File: config.mk
export PLATFORM = sky130hd
export DESIGN_NAME = lpf_decim
export DESIGN_NICKNAME = d
export VERILOG_FILES = /design/src/rtl/lpf_pkg.sv /design/src/rtl/sync_fifo.sv /design/src/rtl/lpf_decim.sv
export SDC_FILE = /design/constraint.sdc
export NUM_CORES = 1
export LEC_CHECK = 0
export BUFFER_PORTS_ARGS = -buffer_cell sky130_fd_sc_hd__buf_2
export CORE_UTILIZATION = 60
export DETAILED_ROUTE_END_ITERATION = 10
export GPL_TIMING_DRIVEN = 0
export PLACE_DENSITY = 0.79
export SLEW_MARGIN = 10
export SYNTH_ARGS = -nofsm -noshare
export SYNTH_HDL_FRONTEND = slang
export SYNTH_HIERARCHICAL = 1
export SYNTH_SLANG_ARGS = --single-unit
File: constraint.sdc
create_clock -name clk -period 5.7 [get_ports clk]
set_input_delay 0.57 -clock clk [delete_from_list [all_inputs] [get_ports clk]]
set_output_delay 0.57 -clock clk [all_outputs]
set_load 0.005 [all_outputs]
File: src/rtl/lpf_pkg.sv
// Shared definitions for the low-pass filter chain (lpf_avg and lpf_decim).
// Holds the common sample width, the signed sample type and the
// decimator's FILL/RUN state encoding.
package lpf_pkg;

  localparam int DATA_W = 16;

  typedef logic signed [DATA_W-1:0] sample_t;

  // FILL: discarding the filter's start-up transient.
  // RUN:  decimating and buffering samples.
  typedef enum logic {
    FILL = 1'b0,
    RUN  = 1'b1
  } state_t;

endpackage

File: src/rtl/sync_fifo.sv
// Single-clock first-word-fall-through FIFO.
// Ports:
//   clk, rst  - rising-edge clock, synchronous active-high reset
//   push, din - write request and data (accepted when not full, or when
//               a pop happens in the same cycle)
//   pop       - read request (ignored while empty)
//   dout      - head entry while non-empty, zero while empty
//   level     - number of stored entries (0..DEPTH)
//   full      - level == DEPTH
//   empty     - level == 0
module sync_fifo #(
  parameter int WIDTH = 16,
  parameter int DEPTH = 8
) (
  input  logic                     clk,
  input  logic                     rst,
  input  logic                     push,
  input  logic                     pop,
  input  logic [WIDTH-1:0]         din,
  output logic [WIDTH-1:0]         dout,
  output logic [$clog2(DEPTH):0]   level,
  output logic                     full,
  output logic                     empty
);

  localparam int AW = $clog2(DEPTH);

  logic [WIDTH-1:0] mem [DEPTH];

  // Pointers carry one extra wrap bit so full and empty can be told apart
  // without a separate counter; the low AW bits index the storage.
  logic [AW:0] wr_ptr;
  logic [AW:0] rd_ptr;
  logic        do_push;
  logic        do_pop;

  assign level   = wr_ptr - rd_ptr;
  assign empty   = (wr_ptr == rd_ptr);
  assign full    = (wr_ptr[AW-1:0] == rd_ptr[AW-1:0]) && (wr_ptr[AW] != rd_ptr[AW]);

  // A push into a full FIFO is still taken when the head leaves this cycle.
  assign do_pop  = pop && !empty;
  assign do_push = push && (!full || do_pop);

  assign dout    = empty ? '0 : mem[rd_ptr[AW-1:0]];

  always_ff @(posedge clk) begin
    if (rst) begin
      wr_ptr <= '0;
      rd_ptr <= '0;
    end else begin
      if (do_push) wr_ptr <= wr_ptr + 1'b1;
      if (do_pop)  rd_ptr <= rd_ptr + 1'b1;
    end
  end

  // Storage is not reset; the pointers alone define what is valid.
  always_ff @(posedge clk) begin
    if (do_push) mem[wr_ptr[AW-1:0]] <= din;
  end

endmodule

File: src/rtl/lpf_decim.sv
// Post-filter decimator for the lpf_avg output stream.
// Discards the first SKIP valid samples after reset (window fill-up
// transient), then keeps one valid sample in every DECIM and buffers the
// kept samples in a FIFO presented on a valid/ready port.
// Ports:
//   clk, rst          - rising-edge clock, synchronous active-high reset
//   x_in, x_valid     - input sample stream from the filter
//   m_data, m_valid   - buffered output sample (zero while not valid)
//   m_ready           - consumer accepts m_data this cycle
//   level             - current FIFO occupancy
//   overflow          - sticky: a kept sample was dropped on a full FIFO
module lpf_decim
  import lpf_pkg::*;
#(
  parameter int DATA_W = lpf_pkg::DATA_W,
  parameter int DECIM  = 4,
  parameter int SKIP   = 7,
  parameter int DEPTH  = 8
) (
  input  logic                    clk,
  input  logic                    rst,
  input  logic [DATA_W-1:0]       x_in,
  input  logic                    x_valid,
  output logic [DATA_W-1:0]       m_data,
  output logic                    m_valid,
  input  logic                    m_ready,
  output logic [$clog2(DEPTH):0]  level,
  output logic                    overflow
);

  // With no transient to skip the block starts directly in RUN.
  localparam state_t     INIT_STATE = (SKIP > 0) ? FILL : RUN;
  localparam logic [7:0] SKIP_LAST  = 8'(SKIP - 1);
  localparam logic [7:0] DECIM_LAST = 8'(DECIM - 1);

  state_t     state;
  state_t     next_state;
  logic [7:0] skip_cnt;
  logic [7:0] phase;
  logic       keep;
  logic       pop;
  logic       full;
  logic       empty;

  assign m_valid = !empty;
  assign pop     = m_ready && m_valid;

  // State register, skip/phase counters and the sticky overflow flag.
  always_ff @(posedge clk) begin
    if (rst) begin
      state    <= INIT_STATE;
      skip_cnt <= '0;
      phase    <= '0;
      overflow <= 1'b0;
    end else begin
      state <= next_state;
      if (state == FILL && x_valid) begin
        skip_cnt <= skip_cnt + 8'd1;
      end
      // Phase only advances on valid samples, so gaps in the input do not
      // disturb the decimation pattern.
      if (state == RUN && x_valid) begin
        phase <= (phase == DECIM_LAST) ? 8'd0 : phase + 8'd1;
      end
      // A simultaneous pop makes room, so only a push-without-pop into a
      // full FIFO loses data.
      if (keep && full && !pop) begin
        overflow <= 1'b1;
      end
    end
  end

  // Next-state and keep decision. The last skipped sample moves to RUN with
  // phase still 0, so the very next valid sample is kept.
  always_comb begin
    next_state = state;
    keep       = 1'b0;
    case (state)
      FILL: begin
        if (x_valid && skip_cnt == SKIP_LAST) next_state = RUN;
      end
      RUN: begin
        if (x_valid && phase == 8'd0) keep = 1'b1;
      end
      default: next_state = INIT_STATE;
    endcase
  end

  sync_fifo #(
    .WIDTH (DATA_W),
    .DEPTH (DEPTH)
  ) u_fifo (
    .clk   (clk),
    .rst   (rst),
    .push  (keep),
    .pop   (pop),
    .din   (x_in),
    .dout  (m_data),
    .level (level),
    .full  (full),
    .empty (empty)
  );

endmodule

Yosys cells after proc, flatten, opt, wreduce, memory -nomap -nowiden
Memories as Yosys holds them, arrays and structs flattened. A register that Yosys moved wholly into a read port is not among the register bits.
Cells that the tools add are included.
{ "word_totals": {"regBits": 26, "ram_bits": 128, "in_bits": 20, "out_inout_bits": 22, "wordCells": 43, "mem_count": 1} }
{ "mem_list": {"columns": ["name", "depth", "word_bits", "rd", "rd_ports_with_merged_regs", "wr", "line_no", "source"], "rows": [
  ["u_fifo.mem", 8, 16, 1, 1, 1, "sync_fifo.sv:28", "logic [WIDTH-1:0] mem [DEPTH];"]
]} }
{ "op_classes": {"add_sub_neg": 5, "eq_ne": 5, "muxes": 10, "n_bitwise": 1, "n_reduce_logical": 15} }
{ "op_table": {"columns": ["operator", "n"], "rows": [
  ["$add A8 B1 Y8 const B", 2],
  ["$mux W16", 1],
  ["$logic_and A1 B1 Y1", 10],
  ["$add A4 B1 Y4 const B", 2],
  ["$eq A8 B2 Y1 const B", 1],
  ["$eq A8 B3 Y1 const B", 1],
  ["$logic_not A8 Y1", 1],
  ["$mux W8", 1],
  ["$mux W1", 6],
  ["$mux W3", 2],
  ["$eq A4 B4 Y1", 1],
  ["$sub A4 B4 Y4", 1],
  ["$eq A3 B3 Y1", 1],
  ["$logic_not A1 Y1", 3],
  ["$logic_or A1 B1 Y1", 1],
  ["$ne A1 B1 Y1", 1],
  ["$not A1 Y1", 1]
]} }

Depth between registers and ports, before layout
Gate-level depths: netlist of run 1.
{ "depth": {"ltp_word": 8, "mapped_depth": 9, "mapped_depth_nobuf": 9} }

Modules after synthesis
Netlist of run 1, hierarchy kept.
{ "by_module_without_submodules": {"columns": ["module", "n_inst", "cells_per_inst", "area_each_um2"], "rows": [
  ["sync_fifo", 1, 294, 5549.1],
  ["lpf_decim", 1, 106, 940.9]
]} }

Least setup slack after synthesis of run 1
OpenSTA, ideal clock, no wires.
{ "synth_timing": {"path_type": "reg-to-reg", "start": "register u_fifo.wr_ptr[0]", "end": "memory u_fifo.mem[3][0], enable pin", "setup_ps": 409, "arrival_time_ps": 2874, "path_slack_ps": 2417, "path_stages_with_launch": 9, "path_cell_list": "dfxtp_1 -> inv_1 -> ha_1 -> nand3_1 -> nor2_1 -> nor2b_1 -> or3_1 -> nand3b_1 -> nor3_1"} }
{ "synth_via": {"elab_chain_len": 8} }
{ "synth_rtl": {"columns": ["element", "line_no", "source"], "rows": [
  ["start, declared", "sync_fifo.sv:32", "logic [AW:0] wr_ptr;"],
  ["start signal, assigned", "sync_fifo.sv:52", "if (do_push) wr_ptr <= wr_ptr + 1'b1;"],
  ["$eq A4 B4 Y1", "sync_fifo.sv:38", "assign empty = (wr_ptr == rd_ptr);"],
  ["named net empty", "lpf_decim.sv:43", "logic empty;"],
  ["$logic_not A1 Y1", "lpf_decim.sv:45", "assign m_valid = !empty;"],
  ["$logic_and A1 B1 Y1", "lpf_decim.sv:46", "assign pop = m_ready && m_valid;"],
  ["named net pop", "lpf_decim.sv:41", "logic pop;"],
  ["$logic_and A1 B1 Y1", "sync_fifo.sv:42", "assign do_pop = pop && !empty;"],
  ["$logic_or A1 B1 Y1", "sync_fifo.sv:43", "assign do_push = push && (!full || do_pop);"],
  ["$logic_and A1 B1 Y1", "sync_fifo.sv:43", null],
  ["$mux W1", "sync_fifo.sv:59", "if (do_push) mem[wr_ptr[AW-1:0]] <= din;"],
  ["$mux W1 (not written as such)", "sync_fifo.sv:59", null],
  ["end, declared", "sync_fifo.sv:28", null]
]} }
The timed path passes the listed nets, and every way through them passes these cells.

Final worst setup path of run 1
{ "layout_timing": {"start": "register u_fifo.wr_ptr[0]", "end": "output m_data[14]"} }
{ "layout_via": {"elab_chain_len": 2} }
{ "layout_rtl": {"columns": ["element", "line_no", "source"], "rows": [
  ["$eq A4 B4 Y1", "sync_fifo.sv:38", null],
  ["$mux W16", "sync_fifo.sv:45", "assign dout = empty ? '0 : mem[rd_ptr[AW-1:0]];"],
  ["end, declared", "lpf_decim.sv:24", "output logic [DATA_W-1:0] m_data,"]
]} }
No other way between the ends.

==> results.md, run 1 <==
* Status: completed
* Largest net degree at the start of global routing at 17
* Final setup vio count at 0
* Clock transition at path regs at roughly 0.060 ns
* CP Launch Type: register
* Mapped Area at 0.006490 mm2
* Unique cell type count in the Yosys netlist at slightly below 50
* Hold depth at 2
* Fin crit period at between 3 and 4 ns
* Most common cell in the synthesized netlist: edfxtp_1
* CP endpoint kind: output port
* Final #Nets at roughly 500
* Slew at the pin closest to its max-slew limit at about 0.85 ns
* Total Neg Setup Slack at 0 ns
* Max incr delay on CP at between 0.7 and 0.8 ns
* Sequential area share after synthesis at between 60% and 70%
* Flop2flop setup slack at ~2.1 ns
* Post-CTS setup buffer count at 0
* WHS at about 0.3 ns
* Worst path slowest cell: o21ai_1
* Wire per inst at ~20 um
* Vias at 3,673
* Final HPWL DP at 8056 um
* Final Hold Fails at 0
* Initial DRT Pass Iterations at 4
* Max-slew headroom at 42.92%
* # hold bufs at CTS at 0
* Synth top area share at ~60%
* Routed Antenna Nets at 0
* Initial antenna violation count at 0
* # rows at 37
* Core area at around 0.010 mm2
* DRC Markers at 0
* Avg Inst Size Synth at between 15 and 20 um2
* Synth area leader: edfxtp_1
* Antenna diodes at 0
* Critical path class: register to output port
* Final wirelength at about 12,000 um
* Min-Delay Startpoint: rst
* Ys async rst share at 0%
* Iter 0 DRT Violations at 220
* Port bufs at a little over 40
* PD cells at between 300 and 400 mW/mm2
* Worst vdd ir at roughly 190 uV
* Die height at about 110 um
* TritonCTS Buffers at 17
* RSZ-0062 raised after global routing: no
* GRT Total Usage at about 24%
* Predominant post-synthesis flop cell: edfxtp_1
* Final Util at between 70 and 80%
* Worst skew pair latency at 0.52 ns
* Root buffer cell: clkbuf_8
* CTS Sinks at 157
* CTS resizes at 0
* Final Cycle Share at about two thirds
* Die area at 0.01124 mm2
* Post-Syn Instances at 400
* Synth area leaders: edfxtp_1 59%, mux4_2 11%, dfxtp_1 8.9%
* Peak Freq at about 0.27 GHz
* Die width at 106 um
* H-tree levels at 4
* CP max FO at 10
* Worst hold endpoint: skip_cnt[5]
* R2r startpoint: u_fifo/wr_ptr[0]
* Clock Skews at 0.01123 ns
* Hold crit path type: primary input to register
* Syn nets at 430
* Initial core utilization at between 60% and 70%
* First-pass GRT wire length at between 15,000 and 20,000 um
* Final Max Tran Viols at 0
* Leakage at approximately 2.6 nW
* Layout area overhead at 16.02%
* CTS tree: built
* GRT Residual Overflow at 0
* Most frequent cells after synthesis: 128 x edfxtp_1, 47 x inv_1, 32 x mux4_2
* #FFs+latches synth at around 160
* Worst R2R End: u_fifo/mem[0][0]
* Vias in the first global route at 3,822
* CP arrival at around 3.2 ns
* Crit-path cells: inv_1 > ha_1 > nand3_1 > o21ai_1 > buf_4 > o22ai_1 > buf_2
* Layout cell share with drive strength beyond 1 at 29.52%
* Global placement routability congestion at ~0.80
* Max-cap violations at 0
* CTS max path bufs at 2
* Drt via density at between 5 and 6
* Depth of the most critical reg-to-reg path at 9
* Number of synthesized flops with an enable pin at around 130
* IO Count at 42
* Data required time of the worst path at 5.13 ns
* Yosys warning count at 6
[cell type report]
| cell class | count | area (um2) |
|---|---|---|
| clock inverter | 10 | 63.81 |
| inverter | 47 | 176.4 |
| clock buffer | 22 | 475.5 |
| tap | 136 | 170.2 |
| sequential | 157 | 4424 |
| multi-input combinational | 182 | 1829 |
| fill | 682 | 2887 |
| buffer | 14 | 87.58 |
| timing repair buffer | 49 | 302.8 |
[how the worst max path moves through the flow]
stage	startpoint	to	slack (ns)
floorplan	u_fifo/wr_ptr[0]	u_fifo/mem[3][0]	2.42
global placement	u_fifo/wr_ptr[0]	u_fifo/mem[0][10]	1.17
detailed placement	u_fifo/wr_ptr[0]	u_fifo/mem[0][5]	2.13
CTS	u_fifo/wr_ptr[0]	m_data[14]	1.95
global route	u_fifo/wr_ptr[0]	m_data[14]	1.78
finish	u_fifo/wr_ptr[0]	m_data[14]	1.98
[state kept, by name, indices dropped and copies added (netlist names), named ones only]
register	flops
skip_cnt	8
phase	8
u_fifo/mem	128
overflow	1
u_fifo/wr_ptr	4
state	1
u_fifo/rd_ptr	4
[logic make-up after synthesis]
logic type | synth area share, %
xor+xnor | 1.600
buf+inv | 4.068
mux | 11.26
simple gates | 6.478
compound gates | 6.382
flops | 68.17
fa+ha+maj | 2.044
[per-stage QoR]
stage          cells  power [W]  instance area [um2]  setup WS [ns]
6_report         617   0.002275                 7530          1.985
5_1_grt          617   0.002340                 7530          1.782
2_1_floorplan    400   0.001276                 6490          2.417
4_1_cts          617   0.002291                 7530          1.954
3_5_place_dp     585   0.001295                 6990          2.135
3_3_place_gp     577   0.001293                 6865          1.174
[critical path, delay by kind of cell (launching register included)]
| family | cells | cell delay [ns] |
|---|---|---|
| AOI/OAI and AO/OA | 2 | 0.87 |
| buffers and inverters | 3 | 0.68 |
| DFF | 1 | 0.46 |
| adders and majority gates | 1 | 0.35 |
| and+or+nand+nor | 1 | 0.25 |
[power breakdown]
group	switching (W)	internal (W)	total [W]
registers	0.00000199	0.00124	0.00124
clock network	0.000421	0.000582	0.00100
logic	0.0000197	0.00000981	0.0000295
total	0.000443	0.00183	0.00227
[placed cells by master (no fill, tap or decap), types with 7 or more instances in the layout]
cell type  Yosys  final
a21oi_1       14     14
buf_2          4     45
clkbuf_16      0     18
dfxtp_1       29     29
edfxtp_1     128    128
ha_1           9      9
inv_1         47     47
mux4_2        32     32
nand3_1       12     12
nor2_1        19     14
o21ai_0       10     10
o22ai_2       10     10
or3_1          9      9
xnor2_1        7      7
[routing by layer]
metal	GRT usage (%)	up-vias	wire length, um
met4	10.12	0	224
met3	6.131	17	617
met5	0	-	0
li1	-	1682	-
met2	41.69	102	6803
met1	29.28	1872	4751
(Power assumes the default switching activity.)
==> run 2: changes to the inputs <==
--- a/config.mk
+++ b/config.mk
@@ -6,10 +6,10 @@
 export NUM_CORES = 1
 export LEC_CHECK = 0
 export BUFFER_PORTS_ARGS = -buffer_cell sky130_fd_sc_hd__buf_2
-export CORE_UTILIZATION = 60
+export CORE_UTILIZATION = 54
 export DETAILED_ROUTE_END_ITERATION = 10
 export GPL_TIMING_DRIVEN = 0
-export PLACE_DENSITY = 0.79
+export PLACE_DENSITY = 0.75
 export SLEW_MARGIN = 10
 export SYNTH_ARGS = -nofsm -noshare
 export SYNTH_HDL_FRONTEND = slang
==> constraint.sdc (replaced) <==
create_clock -name clk -period 3.1 [get_ports clk]
set_input_delay 0.31 -clock clk [delete_from_list [all_inputs] [get_ports clk]]
set_output_delay 0.31 -clock clk [all_outputs]
set_load 0.005 [all_outputs]
==> results.md, run 2 (synthesis results as in run 1) <==
* Status: complete, but fails checks
* Violated checks: DRC
* Port bufs at slightly above 40
* Pre-CTS setup slack at -0.4197 ns
* Drt via density at between 5 and 6
* # rows at 39
* Fin crit period at ~2.9 ns
* Final Cycle Share at a little over nine tenths
* Initial core utilization at 56.12%
* Data required time of the worst path at 3.21 ns
* Root buffer cell: clkbuf_16
* Max incr delay on CP at between 0.4 and 0.5 ns
* Filler cell count at 767
* Clock Skews at between 0.009 and 0.01 ns
* Final Util at around two thirds
* Final wirelength at 11,970 um
* Layout cell share with drive strength beyond 1 at 30.80%
* Die height at about 110 um
* Global placement routability congestion at 0.7968
* CTS Sinks at between 150 and 200
* CP endpoint kind: register
* Commonest non-fill, non-tap cell in the layout: edfxtp_1
* CP arrival at roughly 3.1 ns
* Iter 0 DRT Violations at approximately 380
* Final #Nets at just over 500
* Most frequent cells in the layout: 128 x edfxtp_1, 47 x inv_1, 45 x buf_2, 32 x mux4_2, 28 x dfxtp_1
* Critical path class: register to register
* Layout area overhead at 18.41%
* Wire per inst at 18.97 um
* Final Max Tran Viols at 0
* Die width at around 110 um
* Slew at the pin closest to its max-slew limit at between 0.8 and 0.9 ns
* Hold crit path type: primary input to register
* Final setup vio count at 0
* Crit path max-delay family: simple AND/OR/NAND/NOR gates
* Final Hold Fails at 0
* Crit-path cells: inv_1 > ha_1 > nand3_2 > nor2_1 > nor2b_2 > or3_1 > nand3_1 > nor3_4 > buf_4
* DRC Markers at 16
* Die area at between 0.01 and 0.015 mm2
* Peak Freq at approximately 0.34 GHz
* Routed Antenna Nets at 0
* Max-cap violations at 0
* Final HPWL DP at around 8000 um
* CP Launch Type: register
* Worst vdd ir at roughly 460 uV
* Worst setup margin at roughly 0.16 ns
* Leakage at 2.708 nW
* Vias at about 3,600
* RSZ-0062 raised after global routing: no
* Worst skew pair latency at 0.41 ns
* Clock transition at path regs at 0.06 ns
* # hold bufs at CTS at 0
* CTS max path bufs at 2
* PD cells at 562.6 mW/mm2
* IO Count at 42
* WHS at 0.1589 ns
* GRT Total Usage at a little over a fifth
* Largest net degree at the start of global routing at 17
* Critical path buffers and inverters at 2
* GRT Residual Overflow at 0
* H-tree levels at 4
* Largest register FFs at ~130
* Vias in the first global route at 3,644
* Core area at roughly 0.012 mm2
* TritonCTS Buffers at 17
* Max-slew headroom at approximately 46%
* Worst path slowest cell: dfxtp_2
* Initial antenna violation count at 1
* Initial DRT Pass Iterations at 7
* First-pass GRT wire length at about 19,000 um
* CTS tree: built
* CP max FO at 9
run 2: changes by cell type in the layout (fill, tap and decap cells not counted), sizes merged:
cell and change:
buf +6, clkbuf +2, clkinv +1, bufinv +2, diode +1, clkinvlp -5
run 2: layer usage:
layer,up-vias,part of all wire [%],GRT usage [%]
met5,-,0,0
met4,0,1.4,8.829
met3,14,5.2,6.151
met2,93,50,32.92
met1,1777,44,27.89
li1,1693,-,-
run 2: what timing repair did:
item | 4_1_cts | 5_1_grt
endpoints found under the setup margin | 99 | 98
pin swaps | 3 | 1
setup buffers | 3 | 1
resized for setup | 6 | 6
hold endpoints to repair | 0 | 0
run 2: worst paths after layout:
check / from / end / slack [ns] / cells after the start
hold reg to reg: overflow / overflow / 0.47 / 1
hold / removal: x_in[2] / u_fifo/mem[3][2] / 0.16 / 1
setup reg to reg: u_fifo/wr_ptr[0] / u_fifo/mem[4][6] / 0.16 / 9
setup / recovery: u_fifo/wr_ptr[0] / u_fifo/mem[4][6] / 0.16 / 9
run 2: cell type report:
cell class / count / area, um2 / share of cell area [%]
plain buffers: 14 / 87.58 / 1.140
clock buffers: 24 / 481.7 / 6.268
diodes: 1 / 2.502 / 0.03256
repair buffers: 55 / 355.3 / 4.624
well taps: 143 / 178.9 / 2.328
inverters: 47 / 176.4 / 2.296
multi-input cells: 182 / 1887 / 24.55
flip-flops and latches: 157 / 4425 / 57.59
clock inverters: 8 / 90.09 / 1.172
run 2: power breakdown:
group	internal (W)	switching, W
clock network	0.00124	0.000744
registers	0.00228	0.00000382
logic	0.0000184	0.0000376
run 2: metrics by stage:
| step | TNS (ns) | power (W) | instances | instance area [um2] |
|---|---|---|---|---|
| 6_report | 0 | 0.004323 | 631 | 7685 |
| 5_1_grt | 0 | 0.004460 | 630 | 7682 |
| 4_1_cts | 0 | 0.004356 | 629 | 7642 |
| 3_5_place_dp | -11.09 | 0.002383 | 594 | 7022 |
| 3_3_place_gp | -108.89 | 0.002378 | 584 | 6874 |
| 2_1_floorplan | -8.428 | 0.002347 | 400 | 6490 |
==> run 3: changes to the inputs <==
--- a/config.mk
+++ b/config.mk
@@ -9,7 +9,8 @@
 export CORE_UTILIZATION = 54
 export DETAILED_ROUTE_END_ITERATION = 10
 export GPL_TIMING_DRIVEN = 0
-export PLACE_DENSITY = 0.75
+export PLACE_DENSITY_LB_ADDON = 0.15
+export REMOVE_ABC_BUFFERS = 1
 export SLEW_MARGIN = 10
 export SYNTH_ARGS = -nofsm -noshare
 export SYNTH_HDL_FRONTEND = slang
==> results.md, run 3 (synthesis results as in run 1) <==
* Layout cell share with drive strength beyond 1 at between 30% and 40%
* Fin crit period at approximately 3.0 ns
* Port bufs at 41
* Clock power share at a little under half
* Layout area overhead at 19.07%
* Initial core utilization at a little under three fifths
* Vias in the first global route at roughly 3,800
* Largest net degree at the start of global routing at 26
* Core area at 0.01156 mm2
* Root buffer cell: clkbuf_16
* Internal at between 0.003 and 0.004 W
* CP arrival at ~3.2 ns
* CTS tree: built
* WHS at 0.1614 ns
* IO Count at between 40 and 50
* Data required time of the worst path at around 3.3 ns
* CP endpoint kind: register
* Final setup vio count at 0
* Most used cell, CP: buf_6
* # rows at 39
* Max-slew headroom at roughly 65%
* Final Cycle Share at a little over nine tenths
* CTS max path bufs at 2
* Multi-input combinational cell area at approximately 0.0019 mm2
* Slew at the pin closest to its max-slew limit at between 0.5 and 0.6 ns
* Final wirelength at roughly 12,000 um
* Drt via density at about 5.7
* Largest register FFs at about 130
* Final HPWL DP at between 7000 and 8000 um
* Vias at between 3,000 and 4,000
* Antenna diodes at 0
* Max-cap violations at 0
* Hold crit path type: primary input to register
* CP Launch Type: register
* Status: complete, but fails checks
* PD cells at 567.8 mW/mm2
* Final Max Tran Viols at 0
* GRT Total Usage at a little over a fifth
* Violated checks: DRC
* Initial antenna violation count at 0
* Commonest non-fill, non-tap cell in the layout: edfxtp_1
* Global placement routability congestion at just under 0.8
* Final total power at 0.004388 W
* Wire per inst at approximately 20 um
* Clock Skews at slightly below 0.009 ns
* Seq. cell area at 0.004428 mm2
* Setup crit start: u_fifo/wr_ptr[0]
* Die height at approximately 110 um
* CP max FO at 8
* Final Util at between 60% and 70%
* Die width at about 110 um
* Min-Delay Startpoint: x_in[0]
* Most frequent cells in the layout: 128 x edfxtp_1, 47 x inv_1, 41 x buf_2, 32 x mux4_2, 26 x dfxtp_1
* Logic pwr share at approximately 1.2%
* DP Area at 0.007039 mm2
* H-tree levels at 4
* Clock transition at path regs at approximately 0.060 ns
* Final #Nets at ~490
* Max incr delay on CP at 0.43 ns
* Net Sw Frac at about a fifth
* Routed Antenna Nets at 0
* Sequential share of power at between 50 and 60%
* Flop2flop setup slack at 0.12 ns
* GRT Residual Overflow at 0
* Filler cell count at ~800
* Critical path class: register to register
* R2r startpoint: u_fifo/wr_ptr[0]
* Design area at ~0.0077 mm2
* Worst skew pair latency at approximately 0.42 ns
* Leakage at approximately 2.7 nW
* Die area at approximately 0.012 mm2
* TritonCTS Buffers at 17
* First-pass GRT wire length at around 20,000 um
* CTS Sinks at approximately 160
* Initial DRT Pass Iterations at 10
* Net Sw Power at ~0.00083 W
* Worst vdd ir at approximately 320 uV
* DRC Markers at 5
* Iter 0 DRT Violations at a little under 300
* Final Hold Fails at 0
* Peak Freq at approximately 0.34 GHz
* Crit-path cells: inv_1 > ha_1 > nand3_2 > nor2_1 > nor2b_4 > or3_1 > nand3_1 > nor3_4 > buf_6 > buf_6
* Worst path slowest cell: dfxtp_2
* RSZ-0062 raised after global routing: no
==> run 3: changes by cell type in the layout (fill, tap and decap cells not counted), moves of 3 or more <==
cell and delta:
clkbuf_8 -3, buf_4 -5, buf_1 -3, buf_16 +3
buf_2 -4
==> run 3: worst max-delay path: cells and delay by family (launching register included) <==
family                   cells  cell delay (ns)
AND/OR/NAND/NOR              6             1.47
buffers and inverters        3             0.46
adder cells (fa/ha/maj)      1             0.36
flip-flops                   1             0.43
==> run 3: per-layer routing <==
layer  GRT usage, %  vias up  share of wire [%]
met5              0        -                  0
met4          8.018        0                1.2
met1          27.19     1795                 43
li1               -     1669                  -
met3          5.498       11                4.7
met2          36.56       83                 51
==> run 3: power groups by stage <==
stage	Combinational (W)	Clock, W	Sequential (W)
2_1_floorplan	0.0000134	0	0.00233
3_3_place_gp	0.0000494	0	0.00233
3_5_place_dp	0.0000529	0	0.00233
4_1_cts	0.0000538	0.00208	0.00228
5_1_grt	0.0000617	0.00216	0.00228
6_report	0.0000536	0.00205	0.00228
==> run 3: layout make-up <==
type                       instances  area share, %
inverter                          47          2.283
timing repair buffer              58          6.040
tap                              143          2.315
multi-input combinational        182          24.51
clock buffer                      21          5.699
clock inverter                    11          1.846
sequential                       157          57.30
==> run 3: per-stage QoR <==
step,std cells,setup WS [ns],TNS (ns)
4_1_cts,619,-0.01053,-0.08607
3_3_place_gp,570,-1.790,-144.30
2_1_floorplan,386,-0.1832,-8.428
3_5_place_dp,583,-0.4353,-16.09
5_1_grt,619,0.01754,0
6_report,619,0.1240,0
==> run 3: path summary, 6_finish.rpt <==
kind / endpoint / cells past startpoint
setup reg to reg: u_fifo/mem[4][9] / 10
setup / recovery: u_fifo/mem[4][9] / 10
hold reg to reg: skip_cnt[7] / 2
hold / removal: u_fifo/mem[1][0] / 1
==> run 3: timing repair <==
| action | in CTS | in global routing |
|---|---|---|
| pin swaps | 3 | 0 |
| gates resized for setup | 11 | 3 |
| hold buffers | 0 | 0 |
| setup endpoints to repair | 108 | 79 |
| buffers inserted | 4 | 0 |
| cloned | 0 | 0 |
